<file path="config.mk">
export PLATFORM = sky130hd
export DESIGN_NAME = fft_input_loader
export DESIGN_NICKNAME = d
export VERILOG_FILES = /design/src/rtl/fft_input_loader.sv
export SDC_FILE = /design/constraint.sdc
export NUM_CORES = 1
export LEC_CHECK = 0
export ABC_AREA = 0
export CORE_AREA = 5 5 204 206
export CTS_CLUSTER_SIZE = 24
export DETAILED_ROUTE_END_ITERATION = 16
export DIE_AREA = 0 0 209 211
export PLACE_DENSITY = 0.81
export SYNTH_ARGS = -nofsm -noshare
export SYNTH_HDL_FRONTEND = slang
export SYNTH_SLANG_ARGS = --single-unit
export TNS_END_PERCENT = 100
</file>
<file path="constraint.sdc">
create_clock -name clk -period 5.9 [get_ports clk]
set_clock_uncertainty 0.2 [all_clocks]
set_input_delay 1.18 -clock clk [delete_from_list [all_inputs] [get_ports clk]]
set_output_delay 1.18 -clock clk [all_outputs]
set_load 0.005 [all_outputs]
</file>
<file path="src/rtl/fft_input_loader.sv">
// fft_input_loader: front end of the 32-point FFT pipeline.
// It loads one frame of 32 complex samples into a register bank, pulses
// stage1_start, and then holds the bank stable until fft_finish arrives.
// Build option FFT_LOADER_BITREV_EN:
//   defined   - sample k is written to bank[bitrev5(k)]
//   undefined - sample k is written to bank[k]; upstream delivers
//               samples already in bit-reversed order
module fft_input_loader #(
   parameter int unsigned DATA_WIDTH = 8,
   parameter int unsigned INTEGER    = 4,
   parameter int unsigned FRACTION   = 4
) (
   input  logic                         clk,
   input  logic                         reset,
   input  logic                         in_valid,
   output logic                         in_ready,
   input  logic [DATA_WIDTH-1:0]        in_real,
   input  logic [DATA_WIDTH-1:0]        in_imag,
   input  logic                         in_last,
   output logic [32*DATA_WIDTH-1:0]     frame_real,
   output logic [32*DATA_WIDTH-1:0]     frame_imag,
   output logic                         stage1_start,
   input  logic                         fft_finish,
   output logic                         busy,
   output logic                         frame_error
);

   localparam int unsigned N_PTS = 32;
   localparam int unsigned CNT_W = 5;

   typedef enum logic [1:0] {
      S_FILL  = 2'd0,
      S_START = 2'd1,
      S_HOLD  = 2'd2
   } state_t;

   state_t             r_state;
   state_t             w_state_next;
   logic [CNT_W-1:0]   r_count;
   logic [CNT_W-1:0]   w_count_next;
   logic [CNT_W-1:0]   w_idx;
   logic               w_accept;
   logic               w_err_next;
   logic               w_ready_next;
   logic               w_start_next;
   logic               w_busy_next;
   logic               r_in_ready;
   logic               r_start;
   logic               r_busy;
   logic               r_err;
   logic [DATA_WIDTH-1:0] r_bank_re [N_PTS];
   logic [DATA_WIDTH-1:0] r_bank_im [N_PTS];

   // The Q-format fields only describe the samples; nothing here does arithmetic.
   if (INTEGER + FRACTION != DATA_WIDTH) begin : g_fmt_descriptive_only
   end

   assign w_accept = in_valid && r_in_ready;

`ifdef FFT_LOADER_BITREV_EN
   assign w_idx = {r_count[0], r_count[1], r_count[2], r_count[3], r_count[4]};
`else
   assign w_idx = r_count;
`endif

   // Next-state, sample counter and framing checks
   always_comb begin
      w_state_next = r_state;
      w_count_next = r_count;
      w_err_next   = 1'b0;
      case (r_state)
         S_FILL: begin
            if (w_accept) begin
               if (r_count == CNT_W'(N_PTS - 1)) begin
                  w_count_next = '0;
                  if (in_last) w_state_next = S_START;
                  else         w_err_next   = 1'b1;
               end else if (in_last) begin
                  w_count_next = '0;
                  w_err_next   = 1'b1;
               end else begin
                  w_count_next = r_count + CNT_W'(1);
               end
            end
         end
         S_START: w_state_next = S_HOLD;
         S_HOLD:  if (fft_finish) w_state_next = S_FILL;
         default: w_state_next = S_FILL;
      endcase
      w_ready_next = (w_state_next == S_FILL);
      w_start_next = (w_state_next == S_START);
      w_busy_next  = (w_state_next != S_FILL);
   end

   // State register and registered handshake/status outputs
   always_ff @(posedge clk) begin
      if (reset) begin
         r_state    <= S_FILL;
         r_count    <= '0;
         r_in_ready <= 1'b0;
         r_start    <= 1'b0;
         r_busy     <= 1'b0;
         r_err      <= 1'b0;
      end else begin
         r_state    <= w_state_next;
         r_count    <= w_count_next;
         r_in_ready <= w_ready_next;
         r_start    <= w_start_next;
         r_busy     <= w_busy_next;
         r_err      <= w_err_next;
      end
   end

   // Sample bank: written only on an accepted sample, so it is frozen outside FILL
   always_ff @(posedge clk) begin
      if (reset) begin
         for (int i = 0; i < N_PTS; i++) begin
            r_bank_re[i] <= '0;
            r_bank_im[i] <= '0;
         end
      end else if (w_accept) begin
         r_bank_re[w_idx] <= in_real;
         r_bank_im[w_idx] <= in_imag;
      end
   end

   for (genvar g = 0; g < N_PTS; g++) begin : g_pack
      assign frame_real[g*DATA_WIDTH +: DATA_WIDTH] = r_bank_re[g];
      assign frame_imag[g*DATA_WIDTH +: DATA_WIDTH] = r_bank_im[g];
   end

   assign in_ready     = r_in_ready;
   assign stage1_start = r_start;
   assign busy         = r_busy;
   assign frame_error  = r_err;

endmodule

</file>
# Word-level counts from Yosys, hierarchy flattened
# Memory sizes are Yosys's and may differ from the RTL's.
# Index checks and enable logic that the tools add are counted.
# op_classes
addsub,1
multipliers,0
div,0
n_lt_le_gt_ge,0
n_eq_ne,4
shifts,0
mux,21
n_bitwise,2
n_reduce_logical,8
# op_table
cell,count
$mux 5,4
$mux 8,2
$reduce_or 8->1,2
$mux 1,10
$mux 2,4
$pmux 2 s3,1
$add 5x1->5 const B,1
$eq 5x5->1 const B,1
$eq 2x1->1 const B,2
$logic_not 2->1,2
$reduce_or 3->1,1
$eq 2x2->1 const B,1
$not 1->1,2
$reduce_and 2->1,1
$reduce_bool 2->1,1
$logic_and 1x1->1,1
# word_totals
reg_bits,11
latch_bits,0
mem_bits_rw,512
rom_bits,0
input_bits,21
out_inout_bits,516
wordCells,44
n_memories,2
# memory_table
name,words,word_bits,read_ports,rd_clocked_by_memory_dff,wr,line,rtl
r_bank_im,32,8,32,0,32,52,logic [DATA_WIDTH-1:0] r_bank_im [N_PTS];
r_bank_re,32,8,32,0,32,51,logic [DATA_WIDTH-1:0] r_bank_re [N_PTS];

# Depth between registers and ports, before layout
# Gate-level depths: netlist of run 1.
# logic_depth
word_depth,6
depth_mapped,7

# Least setup slack after synthesis of run 1
# OpenSTA, ideal clock, no wires.
# synth_timing
kind,input to register
start,input port reset
end,memory r_bank_im[20][0] (enable)
t_arrival_ns,2.706
required_time_ns,5.308
slack_ns,2.602
stages,5
cell_sequence,clkbuf_1 > and3b_1 > nand2_1 > clkbuf_1 > o21bai_1
# synth_rtl
element,line,rtl
"start, declared",14,"input logic reset,"
"end, declared",52,

==> results.tsv, run 1 <==
stage	metric	value	unit
critical_path	crit-path max FO	22	
critical_path	Data required, critical path	5900	ps
yosys	Seq/Total Area, Yosys	0.8122	
floorplanning	die area	44100	µm²
critical_path	critical path endpoint category	flop	
routing	Vias/cell	5.432	
critical_path	critical path arrival	3810	ps
yosys	Mapped Nets	1326	
cells_and_area	Layout area overhead	38.62	%
floorplanning	Top Ports	537	
critical_path	critical path type	in2reg	
floorplanning	Core Region	39460	µm²
timing	Tcrit/Tclk final	0.6459	
cells_and_area	Layout Nets	1842	
clock_tree	clk slew on worst S/H paths	60	ps
clock_tree	Max Root-Sink Buffers	3	
timing	TNS Setup	0	ps
pwr	Leak	0.009099	µW
timing	Setup Viol. Count Final	0	
cells_and_area	Final Instance Area	26620	µm²
placed_design	placed inst area	25030	µm²
clock_tree	Worst-Skew Late Latency	570	ps
critical_path	critical path, cell by cell	clkdlybuf4s50_1 > and3b_1 > nand2_1 > o21bai_2	
yosys	Synth Area per Inst	14.77	µm²
timing	final hold viol count	0	
yosys	Yosys warnings	0	
cells_and_area	# diodes	0	
outcome	outcome	complete, no violations	
clock_tree	Hold-fix buffers, CTS	0	
placed_design	number of buffers added on ports	536	
global_route	largest net degree at the start of global routing	53	
hold_path	Hold/Removal Path Class	reg2reg	
clock_tree	Num Clock Sinks	523	
pwr	Pwr Density	299.3	nW/µm²
placed_design	DP HPWL	44.06	mm
routing	drt wl/cell	27.21	µm
floorplanning	Initial Utilization	0.4866	
critical_path	Setup crit start kind	input port	
global_route	Overflow after GRT	0	
clock_tree	CTS root buf	clkbuf_16	
timing	final max-slew violation count	0	
routing	drt first pass iters	5	
cells_and_area	fillcell total	2658	
clock_tree	Post-CTS Setup Bufs	0	
clock_tree	TritonCTS Buffers	50	
timing	RSZ-0062 raised after global routing	false	
critical_path	Crit-path slowest cell	o21bai_2	
timing	Worst Tran Pin Value	1239	ps
routing	Routed WL	64.57	mm
pwr	Max VDD drop	0.0002685	V
routing	DRC	0	
yosys	post-synthesis cell area	19200	µm²
critical_path	Max stage delay on crit path	1010	ps
placed_design	RePlAce Congestion	0.8773	
yosys	cell count after synthesis	1300	
timing	Slew headroom	0.1715	
routing	via count	12890	
clock_tree	CTS resizes	0	
yosys	#FFs+latches synth	523	
routing	Routed Antenna Nets	0	
yosys	Cell variety after synth	37	
global_route	overall fraction of global-route tracks in use	0.2839	
routing	initial drt markers	1215	
global_route	vias in the first global route	12890	
floorplanning	DIE WIDTH	209	µm
clock_tree	CTS tree	done	
cells_and_area	share of layout cells above drive strength 1	0.06710	
global_route	first-pass GRT wire length	91.02	mm
timing	minimum clock period	3811	ps
timing	fmax	262.4	MHz
global_route	initial antenna violation count	3	
floorplanning	FP Rows	73	
clock_tree	H-tree levels	2	
flow_run	Max Cap Viol	0	
floorplanning	die height	211	µm
[final timing paths]
check              from                to  slack, ps  cells after the start
max            in_valid  r_bank_re[24][1]       2090                      4
min          r_count[1]        r_count[1]        330                      2
max reg2reg    in_ready  r_bank_re[24][1]       2830                      3
min reg2reg  r_count[1]        r_count[1]        330                      2
[synthesized netlist by cell type, drive strengths merged]
master / n / area (µm²)
a31oi: 1 / 6.260
and4b: 3 / 30.03
ha: 5 / 62.56
a21oi: 5 / 25.02
nand4b: 3 / 32.53
o21ai: 1 / 5.000
nor3: 4 / 20.02
nand3b: 3 / 22.52
xnor2: 1 / 8.760
nor3b: 1 / 12.51
mux2i: 1 / 10.01
or3b: 2 / 17.52
and3b: 2 / 17.52
clkbuf: 65 / 250.2
nor2: 396 / 1524
edfxtp: 512 / 15370
and4bb: 1 / 12.51
nand3: 6 / 30.03
o21bai: 17 / 127.6
nand4bb: 1 / 11.26
or2: 9 / 56.30
or3: 1 / 6.260
nand2: 88 / 330.3
and3: 2 / 12.51
or4: 1 / 7.510
dfxtp: 11 / 220.2
and2: 128 / 800.8
inv: 2 / 7.510
a31o: 1 / 8.760
buf: 21 / 105.1
a21o: 6 / 45.04
[layout by cell type, fill, tap and decap left out, types with 4 or more instances in the layout]
master,instances
o21bai_2,15
clkinv_1,4
or2_2,9
nor3_1,4
a21oi_1,5
edfxtp_1,512
nor2_4,4
bufinv_16,4
clkinv_2,6
nand3_1,6
clkbuf_16,53
and2_1,128
ha_1,5
clkbuf_1,10
a21o_1,6
clkdlybuf4s50_1,535
buf_4,14
nor2_1,389
dfxtp_1,11
nand2_1,87
[where the power goes]
part | switching (µW) | total (µW) | internal, µW
clock network | 1340 | 3150 | 1810
registers | 62.4 | 4280 | 4220
logic | 262 | 535 | 273
[cell type report]
cell class              count  area [µm²]  area share
clock inverters            21       225.2    0.008461
inverters                   2       7.507   0.0002820
flip-flops and latches    523       15600      0.5859
clock buffers              63        1364     0.05124
multi-input cells         689        3303      0.1241
well taps                 525       656.9     0.02468
repair buffers            550        5465      0.2053
[metal layers]
layer  track usage  vias to the layer above  part of all wire
met2        0.4848                      913              0.51
met1        0.3436                     6352              0.34
met5             0                        -           0.00017
met4       0.08686                        2             0.027
li1              -                     5505                 -
met3       0.09981                      117              0.12
[stage by stage]
step	power (µW)	utilization	instances	setup slack (ps)	hold WS [ps]
floorplan	4445	-	1300	2602	277.3
global placement	4889	0.6343	2289	1631	293.6
detailed placement	4898	0.6343	2289	1569	312.3
CTS	8001	0.6746	2373	2169	322.4
global route	8180	0.6746	2373	1978	353.1
finish	7967	0.6746	2373	2089	328.8
[sequential cells by signal, summed over array words and instances (netlist names)]
register      cells
r_bank_re       256
r_count           5
r_bank_im       256
stage1_start      1
frame_error       1
busy              1
r_state           2
in_ready          1
[critical path: cells and delay by family]
kind / cells / cell delay (ps)
buffers and inverters: 1 / 690
AOI/OAI and AO/OA: 1 / 1010
and+or+nand+nor: 2 / 920
[kinds of logic after synthesis]
group | Yosys count | synth area share
AND/OR/NAND/NOR | 651 | 0.1533
flip-flops | 523 | 0.8122
buffers and inverters | 88 | 0.01890
AO/OA/AOI/OAI | 31 | 0.01134
adder cells (fa/ha/maj) | 5 | 0.003258
XOR/XNOR | 1 | 0.0004562
multiplexers | 1 | 0.0005213
Note: power is estimated with default switching activity, not from simulation.
==> run 2, diff against run 1 <==
--- a/config.mk
+++ b/config.mk
@@ -6,11 +6,11 @@
 export NUM_CORES = 1
 export LEC_CHECK = 0
 export ABC_AREA = 0
-export CORE_AREA = 5 5 204 206
+export CORE_MARGIN = 5
+export CORE_UTILIZATION = 48
 export CTS_CLUSTER_SIZE = 24
 export DETAILED_ROUTE_END_ITERATION = 16
-export DIE_AREA = 0 0 209 211
-export PLACE_DENSITY = 0.81
+export PLACE_DENSITY = 0.8
 export SYNTH_ARGS = -nofsm -noshare
 export SYNTH_HDL_FRONTEND = slang
 export SYNTH_SLANG_ARGS = --single-unit
==> constraint.sdc (replaced) <==
create_clock -name clk -period 3.55 [get_ports clk]
set_clock_uncertainty 0.2 [all_clocks]
set_input_delay 0.71 -clock clk [delete_from_list [all_inputs] [get_ports clk]]
set_output_delay 0.71 -clock clk [all_outputs]
set_load 0.005 [all_outputs]
==> results.tsv, run 2 (synthesis gave the netlist of run 1 again) <==
stage	metric	value	unit	change
hold_path	hold depth	2		unchanged
critical_path	CP delay by family, top	simple AND/OR/NAND/NOR gates		
timing	Worst Tran Pin Value	827.0	ps	-411.9 ps
clock_tree	H-tree levels	2		unchanged
cells_and_area	Layout Nets	1889		+2.6%
clock_tree	Num Clock Sinks	523		unchanged
floorplanning	FP Rows	73		unchanged
critical_path	critical path, cell by cell	clkdlybuf4s50_1 > nand4b_2 > nor2_1 > or2_2		
routing	Vias/cell	5.325		-2.0%
placed_design	DP HPWL	45.59	mm	+3.5%
pwr	Max VDD drop	0.0006344	V	+140%
global_route	overall fraction of global-route tracks in use	0.2861		+0.002180
critical_path	R2R setup slack	840	ps	-1990 ps
pwr	Leak	0.009319	µW	+2.4%
clock_tree	CTS tree	done		
clock_tree	Worst-Skew Late Latency	580	ps	about the same
routing	initial drt markers	1259		+3.6%
timing	TNS Setup	0	ps	unchanged
routing	drt wl/cell	26.67	µm	-2.0%
placed_design	number of buffers added on ports	536		unchanged
timing	minimum clock period	2900	ps	
floorplanning	Core Region	39640	µm²	+0.46%
critical_path	Setup crit start kind	input port		
cells_and_area	most common cell after layout, fill and taps aside	clkdlybuf4s50_1		
clock_tree	CTS root buf	clkbuf_16		
critical_path	crit path from	in_valid		
routing	DRC	0		unchanged
timing	Slew headroom	0.4469		+0.2754
floorplanning	Top Ports	537		unchanged
floorplanning	die area	44100	µm²	about the same
hold_path	Hold/Removal Path Class	reg2reg		
critical_path	Crit Reg-Reg Endpoint	r_bank_im[14][4]		
floorplanning	die height	210.0	µm	-0.47%
critical_path	Crit-path slowest cell	clkdlybuf4s50_1		
timing	RSZ-0062 raised after global routing	false		
clock_tree	clk slew on worst S/H paths	60	ps	about the same
routing	Routed WL	64.75	mm	+0.28%
timing	fmax	344.8	MHz	
flow_run	Max Cap Viol	0		unchanged
critical_path	R2R cell count	5		+2
global_route	initial antenna violation count	3		unchanged
pwr	Pwr Density	490.8	nW/µm²	+64%
critical_path	crit-path max FO	17		-23%
cells_and_area	most frequent cells in the layout	clkdlybuf4s50_1, edfxtp_1, nor2_1		
global_route	first-pass GRT wire length	91.30	mm	+0.30%
clock_tree	Max Root-Sink Buffers	3		unchanged
critical_path	critical path arrival	2940	ps	-870 ps
routing	drt first pass iters	5		unchanged
critical_path	crit path to	r_bank_im[14][4]		
placed_design	RePlAce Congestion	0.8689		-0.96%
global_route	vias in the first global route	13020		+1.0%
outcome	outcome	complete, no violations		
floorplanning	Initial Utilization	0.4844		-0.002242
critical_path	reg2reg start	r_count[0]		
floorplanning	DIE WIDTH	210.0	µm	+0.48%
timing	Setup Viol. Count Final	0		unchanged
critical_path	Max stage delay on crit path	720	ps	-290 ps
hold_path	hold path start	r_count[1]		
routing	via count	12930		+0.31%
timing	final max-slew violation count	0		unchanged
clock_tree	CTS resizes	0		unchanged
global_route	Overflow after GRT	0		unchanged
global_route	largest net degree at the start of global routing	51		-3.8%
clock_tree	TritonCTS Buffers	51		+2.0%
routing	Routed Antenna Nets	0		unchanged
cells_and_area	biggest regs	r_bank_im x256, r_bank_re x256, r_count x5		
critical_path	critical path endpoint category	flop		
pwr	Tot Pwr	13240	µW	+66%
timing	final hold viol count	0		unchanged
cells_and_area	share of layout cells above drive strength 1	0.08623		+0.01913
critical_path	Worst Path Buf+Inv	1		unchanged
critical_path	Worst path depth	4		unchanged
timing	Tcrit/Tclk final	0.8170		
clock_tree	Post-CTS Setup Bufs	0		unchanged
cells_and_area	Layout area overhead	40.49	%	
critical_path	critical path type	in2reg		
critical_path	Data required, critical path	3590	ps	-2310 ps
clock_tree	Hold-fix buffers, CTS	0		unchanged
## run 2: changes by cell type in the layout (fill, tap and decap cells not counted), sizes merged
cell | before | now
clkinv | 12 | 14
diode | 0 | 1
clkinvlp | 3 | 1
bufinv | 4 | 2
buf | 15 | 61
inv | 4 | 3
clkbuf | 63 | 74
## run 2: metrics by stage
step           utilization  worst slack [ps]  instance area [µm²]  hold WS [ps]  instances
6_report            0.6805             649.5                26970         325.1       2428
5_1_grt             0.6804             543.6                26970         343.3       2427
4_1_cts             0.6804             669.4                26970         318.9       2427
3_5_place_dp        0.6404             81.80                25390         310.6       2335
3_3_place_gp        0.6404             202.9                25390         292.5       2335
2_1_floorplan            -             721.7                19200         277.3       1300
## run 2: worst min-delay path: cells and delay by family, from the launching register on
kind | cells | cell delay [ps]
simple gates | 1 | 70
compound gates | 1 | 50
flops | 1 | 350
## run 2: area by class of cell
| cell class | count | area [µm²] |
|---|---|---|
| Antenna cell | 1 | 2.502 |
| Sequential cell | 523 | 15600 |
| Timing Repair Buffer | 596 | 5823 |
| Clock buffer | 74 | 1455 |
| Fill cell | 2689 | 12670 |
| Multi-Input combinational cell | 689 | 3303 |
| Tap cell | 525 | 656.9 |
| Inverter | 2 | 7.507 |
| Clock inverter | 18 | 131.4 |
## run 2: worst min path at each step
stage	end
after floorplan	r_count[1]
after CTS	r_count[3]
final	r_count[1]
after global placement	r_count[1]
after global routing	r_count[1]
after detailed placement	r_count[1]
## run 2: power by group
part / switching [µW] / leakage [µW] / internal (µW)
Sequential: 102 / 0.00519 / 7010
Clock: 2230 / 0.000768 / 2970
Combinational: 444 / 0.00336 / 483
Total: 2770 / 0.00932 / 10500
## run 2: per-layer routing
layer | track usage | share of wire | vias up
met5 | 0 | 0.00031 | -
met4 | 0.1067 | 0.039 | 2
met3 | 0.1009 | 0.12 | 133
met2 | 0.4747 | 0.49 | 817
met1 | 0.3496 | 0.35 | 6376
li1 | - | - | 5601
==> run 3, diff against run 2 <==
==> constraint.sdc (replaced) <==
create_clock -name clk -period 3.05 [get_ports clk]
set_clock_uncertainty 0.2 [all_clocks]
set_input_delay 0.61 -clock clk [delete_from_list [all_inputs] [get_ports clk]]
set_output_delay 0.61 -clock clk [all_outputs]
set_load 0.005 [all_outputs]
==> results.tsv, run 3 (synthesis gave the netlist of run 1 again) <==
stage	metric	value	unit	change
cells_and_area	most frequent cells in the layout	clkdlybuf4s50_1, edfxtp_1, nor2_1		
critical_path	Data required, critical path	2240	ps	-1350 ps
pwr	Max VDD drop	0.0005796	V	-8.6%
cells_and_area	multi-input logic area	3303	µm²	unchanged
cells_and_area	most common cell after layout, fill and taps aside	clkdlybuf4s50_1		
global_route	Overflow after GRT	0		unchanged
routing	drt first pass iters	5		unchanged
floorplanning	FP Rows	73		unchanged
floorplanning	DIE WIDTH	210.0	µm	unchanged
critical_path	Worst Path Buf+Inv	1		unchanged
routing	Routed WL	65.41	mm	+1.0%
global_route	initial antenna violation count	1		-2
timing	TNS Setup	0	ps	unchanged
global_route	largest net degree at the start of global routing	52		+2.0%
hold_path	Hold/Removal Path Class	in2reg		
timing	final hold viol count	0		unchanged
clock_tree	TritonCTS Buffers	50		-2.0%
clock_tree	H-tree levels	2		unchanged
timing	Worst Tran Pin Value	830.0	ps	+3.005 ps
global_route	vias in the first global route	13310		+2.2%
cells_and_area	Layout area overhead	41.35	%	
cells_and_area	fillcell total	2609		-3.0%
pwr	Pwr Density	562.4	nW/µm²	+15%
floorplanning	Top Ports	537		unchanged
critical_path	critical path type	reg2out		
critical_path	crit-path max FO	9		-8
critical_path	reg2reg start	r_count[4]		
routing	Routed Antenna Nets	0		unchanged
floorplanning	die height	210.0	µm	unchanged
critical_path	Crit-path slowest cell	clkdlybuf4s50_1		
global_route	GR peak layer	met2		
floorplanning	Initial Utilization	0.4844		unchanged
timing	minimum clock period	2589	ps	
global_route	first-pass GRT wire length	93.40	mm	+2.3%
critical_path	CP delay by family, top	buffers and inverters		
routing	Vias/cell	5.364		+0.73%
global_route	GR Util met1	0.3563		+0.006703
outcome	outcome	complete, no violations		
clock_tree	Hold-fix buffers, CTS	0		unchanged
critical_path	critical path arrival	1780	ps	-1160 ps
timing	Setup Viol. Count Final	0		unchanged
floorplanning	die area	44100	µm²	unchanged
placed_design	DP HPWL	47.30	mm	+3.8%
timing	fmax	386.3	MHz	
clock_tree	clk slew on worst S/H paths	70	ps	about the same
clock_tree	CTS tree	done		
cells_and_area	share of layout cells above drive strength 1	0.09625		+0.01003
floorplanning	Core Region	39640	µm²	unchanged
critical_path	Setup crit start kind	flop		
critical_path	Max stage delay on crit path	660	ps	-60 ps
routing	drt wl/cell	26.72	µm	+0.19%
cells_and_area	biggest regs	r_bank_im x256, r_bank_re x256, r_count x5		
placed_design	number of buffers added on ports	536		unchanged
pwr	Leak	0.009426	µW	+1.1%
placed_design	pre-CTS setup slack	104.5	ps	+22.69 ps
global_route	GR met3 Demand/Resource	0.08945		-0.01146
clock_tree	Post-CTS Setup Bufs	0		unchanged
routing	via count	13130		+1.6%
timing	PnR worst setup slack	461.2	ps	-188.4 ps
clock_tree	Max Root-Sink Buffers	3		unchanged
global_route	overall fraction of global-route tracks in use	0.2903		+0.004217
timing	Slew headroom	0.4449		-0.002010
hold_path	hold depth	3		+1
timing	Tcrit/Tclk final	0.8488		
routing	DRC	0		unchanged
routing	initial drt markers	1098		-13%
critical_path	Worst path depth	1		-3
cells_and_area	register area	15600	µm²	unchanged
clock_tree	CTS resizes	0		unchanged
clock_tree	Num Clock Sinks	523		unchanged
clock_tree	CTS root buf	clkbuf_16		
critical_path	critical path endpoint category	output pin		
critical_path	critical path, cell by cell	clkdlybuf4s50_1		
critical_path	R2R cell count	3		-2
critical_path	crit path from	in_ready		
flow_run	Max Cap Viol	0		unchanged
timing	final max-slew violation count	0		unchanged
placed_design	RePlAce Congestion	0.9010		+3.7%
hold_path	hold path start	reset		
cells_and_area	Layout Nets	1909		+1.1%
timing	RSZ-0062 raised after global routing	false		
global_route	met2 usage	0.4983		+0.02366
clock_tree	Worst-Skew Late Latency	570	ps	about the same
==> run 3: worst reg2reg max path: cells and delay by family, from the launching register on <==
kind             cells  cell delay (ps)
flip-flops           1              420
AND/OR/NAND/NOR      3             1460
==> run 3: stage by stage <==
stage / std cells / cell area, µm² / hold slack (ps) / util / total power, µW
2_1_floorplan: 1300 / 19200 / 277.3 / - / 8599
3_3_place_gp: 2356 / 25590 / 289.4 / 0.6456 / 9509
3_5_place_dp: 2356 / 25590 / 306.5 / 0.6456 / 9531
4_1_cts: 2447 / 27140 / 242.8 / 0.6846 / 15340
5_1_grt: 2447 / 27140 / 316.2 / 0.6846 / 15700
6_report: 2448 / 27140 / 300.2 / 0.6847 / 15270
==> run 3: area by class of cell <==
type	instances	share of cell area
timing repair buffer	617	0.2222
antenna	1	0.00009220
clock buffer	69	0.05108
sequential	523	0.5746
multi-input combinational	689	0.1217
tap	525	0.02420
clock inverter	22	0.005855
inverter	2	0.0002766
==> run 3: worst paths after layout <==
kind	end	slack (ps)
hold reg to reg	r_count[1]	320
setup reg to reg	r_bank_im[2][6]	630
hold / removal	r_count[3]	300
setup / recovery	in_ready	460
==> run 3: routing by layer <==
metal | up-vias | part of all wire
li1 | 5652 | -
met1 | 6493 | 0.35
met2 | 863 | 0.51
met3 | 123 | 0.11
met4 | 0 | 0.031
met5 | - | 0
==> run 3: power breakdown <==
group	switching (µW)	internal, µW	total [µW]
Sequential	122	8160	8280
Clock	2540	3340	5890
Combinational	519	576	1100
Total	3180	12100	15300
==> edit, RTL diff (flow settings as in run 1) <==
The 3 states of `state_t` get a one-hot encoding in 3 bits.
--- a/src/rtl/fft_input_loader.sv
+++ b/src/rtl/fft_input_loader.sv
@@ -28,10 +28,10 @@
    localparam int unsigned N_PTS = 32;
    localparam int unsigned CNT_W = 5;
 
-   typedef enum logic [1:0] {
-      S_FILL  = 2'd0,
-      S_START = 2'd1,
-      S_HOLD  = 2'd2
+   typedef enum logic [2:0] {
+      S_FILL  = 3'b001,
+      S_START = 3'b010,
+      S_HOLD  = 3'b100
    } state_t;
 
    state_t             r_state;
Function: no difference found for any inputs over 4 cycles, from zero or initial values and one cycle with reset high; so few cycles prove little.
==> edit against run 1 <==
- largest cell class unchanged
- area after synthesis up 0.32%
- total power is 0.69% higher
- global-route usage is 0.61 points lower
- worst setup slack got worse by 0.0038 ns
- wire length fell by 2.1%
- critical path type unchanged
- die area stayed put
- maximum frequency shrank 0.10%
- sequential cell count grew 1
- design area is 0.34% higher
==> edit: results (changes against run 1) <==
Critical path
  – Worst reg2reg setup slack: 2.68 ns (-0.15 ns)
  – Max FO, Critical Path: 17 (-23%)
  – Max stage delay on crit path: 0.89 ns (-0.12 ns)
  – CP max stage cell: nor2_1
  – Worst r2r src: r_count[0]
  – FF-to-FF path depth: 5 (+2)
  – Critical path's top delay family: simple AND/OR/NAND/NOR gates

Cells and area
  – NumNets Final: 1848 (+0.33%)
  – Non-CTS buffers: 552 (+0.36%)
  – Cell Count, Final, Fillers Out: 2388 (+0.63%)
  – Total of fill cells in the finished design: 2590 (-2.6%)
  – Layout clock area frac: 0.06025 (+0.0005481)
  – Number of clock buffers in the layout: 58 (-7.9%)
  – Share of cells above drive strength 1: 0.06609 (-0.001006)
  – #MultiIn Comb: 693 (+0.58%)
  – Non-clock buffers, area share: 0.2052 (about the same)
  – Multi-input gate area: 0.003333 mm² (+0.91%)
  – Sequential cell area: 0.01562 mm² (+0.13%)

Timing
  – Slew headroom: 0.1328 (-0.03871)
  – Worst hold slack: 0.3872 ns (+0.05839 ns)
  – Fin crit share: 0.6465 (+0.0006508)

Clocking
  – Root Driver: clkbuf_16
  – Cts bufs inserted: 49 (-2.0%)

Synthesis
  – Seq/Total Area, Yosys: 0.8107 (-0.001546)
  – Register bit count reported by yosys: 524 (+0.19%)
  – Top cells by count, synth: edfxtp_1, nor2_1, and2_1, nand2_1, clkbuf_1
  – Synth area leaders: edfxtp_1, nor2_1, and2_1, nand2_1, dfxtp_1
  – Ys async rst share: 0 (unchanged)
  – Distinct cells, synth: 41 (+11%)

Routing
  – DRT iter0 DRCs: 1156 (-4.9%)
  – WL/cell: 26.46 µm (-2.7%)
  – Vias: 13010 (+0.90%)
  – Router iterations before antenna repair: 6 (+1)

GRT
  – Total track usage: 0.2778 (-0.006060)
  – Met3 Usage GRT: 0.08332 (-0.01649)
  – First-pass GRT wire length: 89820 µm (-1.3%)
  – Initial antenna violation count: 5 (+2)
  – Met1 usage: 0.3455 (+0.001899)

Status
  – Status: complete, no violations

Placed design
  – GP Congestion: 0.8616 (-1.8%)
  – Post-DP HPWL: 42740 µm (-3.0%)
  – Place WS: 1.533 ns (-0.03571 ns)
  – Placed cell area: 0.02509 mm² (+0.26%)
  – Placed Cells: 2296 (+0.31%)

Power and ir drop
  – Leak: 9.137 nW (+0.42%)
  – Worst vdd ir: 0.2862 mV (+6.6%)

Worst hold path
  – Beginning of the worst hold path: r_count[0]
edit: logic make-up (layout without fill, tap and decap cells):
| logic type | after synthesis | after routing | share of synthesized area |
|---|---|---|---|
| other | 0 | 2 | 0 |
| adder cells (fa/ha/maj) | 5 | 5 | 0.003248 |
| XOR/XNOR | 1 | 1 | 0.0004548 |
| AO/OA/AOI/OAI | 38 | 38 | 0.01390 |
| AND/OR/NAND/NOR | 649 | 649 | 0.1528 |
| buffers and inverters | 89 | 644 | 0.01890 |
| flip-flops | 524 | 524 | 0.8107 |
edit: power breakdown:
part | switching, mW | internal [mW] | total, mW
Sequential | 0.0597 | 4.23 | 4.29
Clock | 1.36 | 1.84 | 3.20
Combinational | 0.262 | 0.274 | 0.537
edit: metal layers:
metal | vias to the layer above | wire, µm
li1 | 5544 | -
met1 | 6376 | 21530
met2 | 937 | 31550
met3 | 146 | 7641
met4 | 2 | 2458
met5 | - | 20
